`config.mk`:
```
export PLATFORM = sky130hd
export DESIGN_NAME = pc_sequencer
export DESIGN_NICKNAME = d
export VERILOG_FILES = /design/src/rtl/pc_sequencer.sv
export SDC_FILE = /design/constraint.sdc
export NUM_CORES = 1
export LEC_CHECK = 0
export ABC_AREA = 1
export CAP_MARGIN = 20
export CELL_PAD_IN_SITES_DETAIL_PLACEMENT = 0
export CELL_PAD_IN_SITES_GLOBAL_PLACEMENT = 1
export CORE_MARGIN = 5
export CORE_UTILIZATION = 30
export DETAILED_ROUTE_END_ITERATION = 8
export PLACE_DENSITY_LB_ADDON = 0.1
export SYNTH_ARGS = -nofsm -noshare
export SYNTH_HDL_FRONTEND = slang
export SYNTH_SLANG_ARGS = --single-unit
```
`constraint.sdc`:
```
create_clock -name clk -period 5.55 [get_ports clk]
set_input_delay 1.665 -clock clk [delete_from_list [all_inputs] [get_ports clk]]
set_output_delay 1.665 -clock clk [all_outputs]
set_load 0.02 [all_outputs]
```
`src/rtl/pc_sequencer.sv`:
```
// pc_sequencer: registered program counter with stall, branch/jump and a
// circular hardware call/return stack. Drives the instruction index every
// cycle; pc_next exposes the would-be value combinationally.
module pc_sequencer #(
    parameter int ADDR_WIDTH  = 8,
    parameter int STEP        = 1,
    parameter int RESET_ADDR  = 0,
    parameter int STACK_DEPTH = 4
) (
    input  logic                             clk,
    input  logic                             rst_n,
    input  logic                             en,
    input  logic                             branch_valid,
    input  logic [ADDR_WIDTH-1:0]            branch_target,
    input  logic                             call_valid,
    input  logic                             ret_valid,
    input  logic                             clear_flags,
    output logic [ADDR_WIDTH-1:0]            pc,
    output logic [ADDR_WIDTH-1:0]            pc_next,
    output logic [$clog2(STACK_DEPTH+1)-1:0] stack_count,
    output logic                             stack_overflow,
    output logic                             stack_underflow
);

    localparam int PTR_W = $clog2(STACK_DEPTH);
    localparam int CNT_W = $clog2(STACK_DEPTH + 1);

    localparam logic [ADDR_WIDTH-1:0] STEP_V   = ADDR_WIDTH'(STEP);
    localparam logic [ADDR_WIDTH-1:0] RESET_V  = ADDR_WIDTH'(RESET_ADDR);
    localparam logic [CNT_W-1:0]      FULL_CNT = CNT_W'(STACK_DEPTH);
    localparam logic [PTR_W-1:0]      LAST_PTR = PTR_W'(STACK_DEPTH - 1);

    // Return-address storage; contents are don't-care after reset.
    logic [ADDR_WIDTH-1:0] stack_mem [STACK_DEPTH];

    // wr_ptr is the slot the next push writes. When the stack is full that
    // slot holds the oldest entry, so a push there gives the circular
    // overwrite without any extra bookkeeping.
    logic [PTR_W-1:0]      wr_ptr;
    logic [PTR_W-1:0]      wr_ptr_inc;
    logic [PTR_W-1:0]      top_ptr;
    logic [CNT_W-1:0]      count;

    logic [ADDR_WIDTH-1:0] inc;
    logic                  stack_empty;
    logic                  stack_full;
    logic                  do_push;
    logic                  do_pop;
    logic                  do_oflow;
    logic                  do_uflow;

    // Pointer arithmetic with explicit wrap so non-power-of-two depths work.
    always_comb begin
        wr_ptr_inc  = (wr_ptr == LAST_PTR) ? '0 : wr_ptr + 1'b1;
        top_ptr     = (wr_ptr == '0) ? LAST_PTR : wr_ptr - 1'b1;
        stack_empty = (count == '0);
        stack_full  = (count == FULL_CNT);
    end

    // Request arbitration (ret > call > branch > increment) and next-pc select.
    // branch_target only reaches pc_next when call or branch actually wins.
    always_comb begin
        inc      = pc + STEP_V;
        pc_next  = inc;
        do_push  = 1'b0;
        do_pop   = 1'b0;
        do_oflow = 1'b0;
        do_uflow = 1'b0;
        if (ret_valid) begin
            if (!stack_empty) begin
                do_pop  = 1'b1;
                pc_next = stack_mem[top_ptr];
            end else begin
                do_uflow = 1'b1;
            end
        end else if (call_valid) begin
            do_push  = 1'b1;
            do_oflow = stack_full;
            pc_next  = branch_target;
        end else if (branch_valid) begin
            pc_next = branch_target;
        end
    end

    // PC and stack bookkeeping; everything holds while en is low.
    always_ff @(posedge clk or negedge rst_n) begin
        if (!rst_n) begin
            pc     <= RESET_V;
            wr_ptr <= '0;
            count  <= '0;
        end else if (en) begin
            pc <= pc_next;
            if (do_push) begin
                wr_ptr <= wr_ptr_inc;
                if (!stack_full) begin
                    count <= count + 1'b1;
                end
            end else if (do_pop) begin
                wr_ptr <= top_ptr;
                count  <= count - 1'b1;
            end
        end
    end

    // Sticky error flags: a new event beats a simultaneous clear.
    always_ff @(posedge clk or negedge rst_n) begin
        if (!rst_n) begin
            stack_overflow  <= 1'b0;
            stack_underflow <= 1'b0;
        end else begin
            stack_overflow  <= (en & do_oflow) | (stack_overflow  & ~clear_flags);
            stack_underflow <= (en & do_uflow) | (stack_underflow & ~clear_flags);
        end
    end

    // Return-address write; the pushed value is the sequential successor.
    always_ff @(posedge clk) begin
        if (en && do_push) begin
            stack_mem[wr_ptr] <= inc;
        end
    end

    assign stack_count = count;

endmodule

```
After elaboration in Yosys (flattened, before gate mapping)
Memory sizes are Yosys's and may differ from the RTL's. Cells that the tools add are included. W data, S select, Z words.

Register bits: 15. RAM bits: 32. Input port bits: 15. Output and inout bits: 21. Word-level logic and storage cells: 48. Memories: 1.

Memory list: stack_mem (words 4, width 8, read ports 1, clocked after Yosys merged registers in 0, write ports 1, line 34) `logic [ADDR_WIDTH-1:0] stack_mem [STACK_DEPTH];`.

Add/sub/neg operators: 5. Equality and inequality tests: 3. Muxes and demuxes: 21. Bitwise logic cells: 7. Reduce and logical (&&, ||, !) cells: 6.

Operator list (count): $mux W8 (4); $mux W1 (10); $mux W3 (3); $add A8 B1 Y8 const B (1); $mux W2 (4); $and A1 B1 Y1 (4); $add A3 B1 Y3 const B (1); $eq A3 B3 Y1 const B (1); $logic_not A3 Y1 (1); $reduce_and A3 Y1 (1); $sub A3 B1 Y3 const B (1); $add A2 B1 Y2 const B (1); $eq A2 B2 Y1 const B (1); $logic_not A2 Y1 (1); $ne A2 B2 Y1 const B (1); $or A1 B1 Y1 (2); $reduce_and A2 Y1 (1); $reduce_bool A2 Y1 (1); $sub A2 B1 Y2 const B (1); $logic_and A1 B1 Y1 (1); $not A1 Y1 (1).

Longest topological paths before layout
Depth after elaboration: 5. Gate-level depth with buffers: 13. Gate-level depth less buffers: 11.

Worst setup path before layout
Ideal clock, no wire load.

Path type: input -> output. Start point: input branch_valid. End point: output pc_next[7]. Data arrival time: 2.280 ns. Required time: 3.885 ns. Slack: 1.605 ns. Stages on the path: 7. Buffers on the path: 0. Cells stage by stage: nor2_4 nor2_4 inv_2 nand2_2 inv_2 nand2_1 nand3_1.

Word-level cells in the longest chain between the ends: 3.

Ends and longest elaborated chain: from (decl) (line 13) `input logic branch_valid,`; $mux W8 (line 80) `end else if (branch_valid) begin`; $mux W8 (line 76) `end else if (call_valid) begin`; $mux W8 (line 69) `if (ret_valid) begin`; to (decl) (line 19) `output logic [ADDR_WIDTH-1:0] pc_next,`.

No other way between the ends.

Worst setup path in the final report
Start point: input call_valid. End point: output pc_next[7].

Word-level cells in the longest chain between the ends: 2.

Ends and longest elaborated chain: from (decl) (line 15) `input logic call_valid,`; $mux W8 (line 76); $mux W8 (line 69).

No other way between the ends.

==> reports/qor.txt <==
Status - finished clean
Worst skew pair latency - 0.30 ns
Met2 GRT Util - 0.200
Max-capacitance violation count - 0
Post-Route WL - 5.99 mm
ANT nets after route - 0
Synth area leaders - edfxtp_1 (40%), dfrtp_1 (16%), nand2_1 (13%)
Die Y - 99.5 um
Max Slew Vio Count - 0
1st-iter DRT viols - 46
Final core area utilization - 0.382
Ys async rst share - 0.319
CTS tree - built
Root buffer cell - clkbuf_8
Post_cts resized - 0
CP max stage cell - clkdlybuf4s50_1
Critical path endpoint category - primary output
Port bufs - 35
Cell accounting for the most synthesized area - edfxtp_1
Die Wd - 99.5 um
DR WL/cell - 14.7 um
Vias - 1800
DRT Pass-1 Iters - 4
Reg2Reg Setup Slack - 3.61 ns
Crit. Startpoint - call_valid
Antenna cells - 0
Worst setup SP type - primary input
Layout area overhead - 23.3%
Max incr delay on CP - 0.62 ns
Setup violations, final - 0
Syn Nets - 287
Vias in the first global route - 1904
Hpwl dp - 4.41 mm
Tcrit/Tclk final - 0.924
RR Startpoint - wr_ptr[0]$_DFFE_PN0P_
Synth top area share - 0.400
Worst r2r dst - pc[3]$_DFFE_PN0P_
RD Place Congestion - 0.721
Row count - 32
Setup Fix Bufs, Post-CTS - 0
Post-synth top cells - nand2_1 (81), nor2_1 (36), edfxtp_1 (32)
Fmax - 195 MHz
Starting Density - 0.310
Worst-path cell chain - clkdlybuf4s50_1 > nor2_4 > nor2_4 > inv_2 > nand2_2 > inv_2 > nand2_1 > nand3_1 > clkdlybuf4s50_1
Met1 GRT Util - 0.188
Largest net degree at the start of global routing - 21
Tot GR Track Use - 0.131
Req. time, crit path - 3.88 ns
Sequential share of the synthesized area - 0.556
Clock buffer depth - 2
Class of the worst hold path - reg -> reg
Most used routing layer - met2
H-tree depth - 2
Worst path top cell family by delay - buffers and inverters
Post-Route Setup TNS - 0 ns
Syn avg cell area - 9.04 um2
Worst-margin pin slew - 0.867 ns
Vias per cell - 4.42
Cell depth of the worst flop-to-flop path - 10
Initial antenna violation count - 0
Synthesized instance count - 266
TritonCTS Buffers - 5
WS Path Type - in -> out
Mapped cell area - 0.00240 mm2
Ys flop type - edfxtp_1
CP Capture Point - pc_next[7]
DR DRC count - 0
Clock sink total - 47
Global-route wire length before repair - 10.0 mm
Crit path DAT - 3.46 ns
Largest vdd supply drop - 195 uV
EDFF count, synth - 32
Slew margin rel. - 0.420
Ports - 36
Distinct cells, synth - 26
Most common cell in the netlist - nand2_1
GRT overflow - 0
P per Cell Area - 552 mW/mm2
WP depth - 9
Clock period minus worst slack - 5.13 ns
Clock-pin slew on the worst setup and hold paths - 0.09 ns
Syn. warnings - 0
Worst-path fanout max - 6
FF+latch count, synth - 47
Cts hold-fix bufs - 0
Hold Violations, Final - 0
RSZ-0062 raised after global routing - no
GR Util met3 - 0.0323
CP bufs+invs - 4
Final Skew - 0.00383 ns
Die area - 0.00991 mm2
Leakage - 0.00123 uW
CORE AREA - 0.00777 mm2
Share of post-route cells with drive strength above 1 - 0.125
Net count reported at finish - 325
==> worst register-to-register path, cell delays in order, from the launching register on <==
cell and delay, ns:
dfrtp_1 0.40, inv_4 0.11, ha_1 0.56, inv_2 0.19
nor2_1 0.12, o21ai_0 0.08, nand2_1 0.09, nand2_1 0.08
nand3_1 0.12, nand2_1 0.06, nand2_1 0.07
==> cells in the final DEF, fill, tap and decap left out, types with 2 or more instances in the layout <==
master,instances
xnor2_1,2
o21ai_0,12
nor2_1,36
nand2_2,4
nor2_4,3
nand3_2,4
ha_1,5
nand3_1,13
nand2_1,81
clkbuf_8,5
nor2_2,3
o22ai_1,2
inv_2,11
inv_1,18
o21ai_1,13
clkdlybuf4s50_1,35
dfrtp_1,15
edfxtp_1,32
==> through the flow <==
stage	total power [uW]	hold WS [ns]	instances	setup WS, ns	instance area (um2)
final	1640	0.542	407	0.421	2970
after global routing	1770	0.567	407	0.288	2970
after CTS	1660	0.547	407	0.389	2970
after detailed placement	1390	0.520	399	0.399	2850
after global placement	1400	0.528	399	0.396	2850
after floorplan	1070	0.580	266	1.61	2400
==> how the worst min path moves through the flow <==
stage	to	startpoint	slack, ns	cells after the start
after floorplan	wr_ptr[1]$_DFFE_PN0P_	wr_ptr[1]$_DFFE_PN0P_	0.58	2
after global placement	stack_overflow$_DFF_PN0_	stack_overflow$_DFF_PN0_	0.53	2
after detailed placement	pc[7]$_DFFE_PN0P_	pc[7]$_DFFE_PN0P_	0.52	2
after CTS	pc[7]$_DFFE_PN0P_	pc[7]$_DFFE_PN0P_	0.55	2
after global routing	stack_overflow$_DFF_PN0_	stack_overflow$_DFF_PN0_	0.57	2
final	stack_overflow$_DFF_PN0_	stack_overflow$_DFF_PN0_	0.54	2
==> kinds of logic after synthesis <==
kind of cell / after synthesis / synth area share
and+or+nand+nor: 147 / 0.269
DFF: 47 / 0.556
buffers and inverters: 35 / 0.0645
AOI/OAI and AO/OA: 29 / 0.0692
adders and majority gates: 6 / 0.0343
xor gates and xnor gates: 2 / 0.00729
==> routing by layer <==
layer | part of all wire | vias up
met1 | 0.52 | 828
li1 | - | 933
met2 | 0.44 | 34
met4 | 0.0085 | 0
met5 | 0 | -
met3 | 0.033 | 5
==> cell type report <==
class / instances / area [um2]
Clock buffer: 5 / 68.8
Clock inverter: 3 / 46.3
Fill cell: 827 / 4800
Inverter: 30 / 115
Multi-Input combinational cell: 184 / 913
Sequential cell: 47 / 1340
Tap cell: 102 / 128
Timing Repair Buffer: 36 / 358
==> registers in the layout, indices dropped and copies added, names as in the netlist <==
register	count
stack_count	3
stack_overflow	1
wr_ptr	2
stack_underflow	1
stack_mem	32
pc	8
==> power by group <==
part,internal [uW],leakage (uW),total (uW),switching (uW)
clock,136,0.0000548,262,126
combinational,304,0.000694,825,520
sequential,480,0.000478,550,70.5
total,920,0.00123,1640,717
Power figures use the tool's default switching activity.
==> variant (same flow settings) <==
Register the input `branch_target` before use, with the module's reset. The logic sees it one clock later. The other inputs are not delayed to match.
--- a/src/rtl/pc_sequencer.sv
+++ b/src/rtl/pc_sequencer.sv
@@ -29,6 +29,16 @@
     localparam logic [ADDR_WIDTH-1:0] RESET_V  = ADDR_WIDTH'(RESET_ADDR);
     localparam logic [CNT_W-1:0]      FULL_CNT = CNT_W'(STACK_DEPTH);
     localparam logic [PTR_W-1:0]      LAST_PTR = PTR_W'(STACK_DEPTH - 1);
+
+    logic [ADDR_WIDTH-1:0] branch_target_q;
+
+    always_ff @(posedge clk or negedge rst_n) begin
+        if (!rst_n) begin
+            branch_target_q <= '0;
+        end else begin
+            branch_target_q <= branch_target;
+        end
+    end
 
     // Return-address storage; contents are don't-care after reset.
     logic [ADDR_WIDTH-1:0] stack_mem [STACK_DEPTH];
@@ -76,9 +86,9 @@
         end else if (call_valid) begin
             do_push  = 1'b1;
             do_oflow = stack_full;
-            pc_next  = branch_target;
+            pc_next  = branch_target_q;
         end else if (branch_valid) begin
-            pc_next = branch_target;
+            pc_next = branch_target_q;
         end
     end
 
Behaviour: not the same (a bounded check fails within 4 cycles, from zero or initial values and one cycle with rst_n low).
==> variant against the unedited design <==
  * Power grew 5.6%
  * Count of clock-buffer cells in the layout is the same
  * Design area grew 9.2%
  * Utilization shrank 0.88 points
  * Clock skew grew 9.3 ps
  * Area after synthesis grew 10%
  * Critical path depth shrank 3
  * Wire length grew 5.5%
  * Worst setup slack lost 67 ps
  * Non-clock buffer count grew 2
  * Sequential cell count grew 8
  * Die area grew 9.1%
  * Highest routed layer unchanged
==> variant: results (changes against the unedited design) <==
Status
  • Outcome: completed (unchanged)

Route
  • Via count: 1878 (was 1800)
  • Met2 WL post-DR: 2836 um (was 2624 um)
  • Initial DRC Count: 119 (was 46)
  • WL met3: 152 um (was 200 um)
  • Vias per cell: 4.429 (was 4.423)

Synthesis
  • Synth top cells by count: 74 x nand2_1, 45 x nor2_1, 32 x edfxtp_1, 23 x dfrtp_1, 18 x inv_1 (was 81 x nand2_1, 36 x nor2_1, 32 x edfxtp_1, 18 x inv_1, 15 x dfrtp_1)
  • Synth Area in XOR/XNOR: 0.009924 (was 0.007284)
  • Post-synthesis compound-gate area fraction: 0.06285 (was 0.06920)
  • Synthesized instance count: 276 (was 266)

Setup path
  • Worst Reg-to-Reg Cells: 6 (was 10)
  • Worst Setup EP: pc_next[4] (was pc_next[7])
  • Launch point of the critical path: ret_valid (was call_valid)
  • Reg2reg setup slack: 3400 ps (was 3610 ps)

Die
  • Taps Inserted: 108 (was 102)

Cells and area
  • Multi-input gate area: 958.4 sq um (was 913.4 sq um)
  • Final core occ: 0.3730 (was 0.3818)
  • Clock buf/inv share: 0.03556 (was 0.03882)
  • Nets@finish: 336 (was 325)
  • Non-clock inverters: 25 (was 30)
  • Share of cells above drive strength 1: 0.1297 (was 0.1246)
  • Count of multi-input gates: 190 (was 184)

Placement
  • Detail Placement HPWL: 4557 um (was 4413 um)
  • Post-Place Cells: 416 (was 399)
  • Final Wtd Congestion: 0.7496 (was 0.7213)
  • DP Area: 3122 sq um (was 2850 sq um)

GRT
  • Total GRT Usage: 0.1229 (was 0.1313)
  • Met2 Track Usage GR: 0.1890 (was 0.1999)

Timing
  • Hold slack: 545.0 ps (was 542.3 ps)
  • Worst Tran Pin Value: 919.6 ps (was 866.9 ps)
  • Final Cycle Share: 0.9363 (was 0.9241)

Worst hold path
  • HP Start: stack_underflow$_DFF_PN0_ (was stack_overflow$_DFF_PN0_)
  • Hold EP: stack_underflow$_DFF_PN0_ (was stack_overflow$_DFF_PN0_)

Power and ir drop
  • Maximum vdd ir drop: 224.1 uV (was 194.9 uV)

Clocking
  • CTS Sinks: 55 (was 47)
variant: cell types whose count changed in the layout (fill, tap and decap cells not counted), moves of 2 or more:
cell | unedited run | this run
nand2_1 | 81 | 74
inv_2 | 11 | 5
nor2_2 | 3 | 6
nand3_2 | 4 | 7
nor2_4 | 3 | 1
nor2_1 | 36 | 45
nand3_1 | 13 | 9
dfrtp_1 | 15 | 23
nand2_4 | 1 | 3
variant: worst register-to-register path, cell delays in order (launching register included):
cell	delay, ps
dfrtp_1	370
buf_4	200
inv_2	80
buf_4	210
ha_1	170
inv_1	40
nor2_1	700
variant: power by group through the flow:
stage	Clock (W)	Combinational [W]	Sequential, W
2_1_floorplan	0	0.000499	0.000655
3_3_place_gp	0	0.000859	0.000621
3_5_place_dp	0	0.000861	0.000620
4_1_cts	0.000283	0.000866	0.000612
5_1_grt	0.000297	0.000954	0.000625
6_report	0.000273	0.000846	0.000610
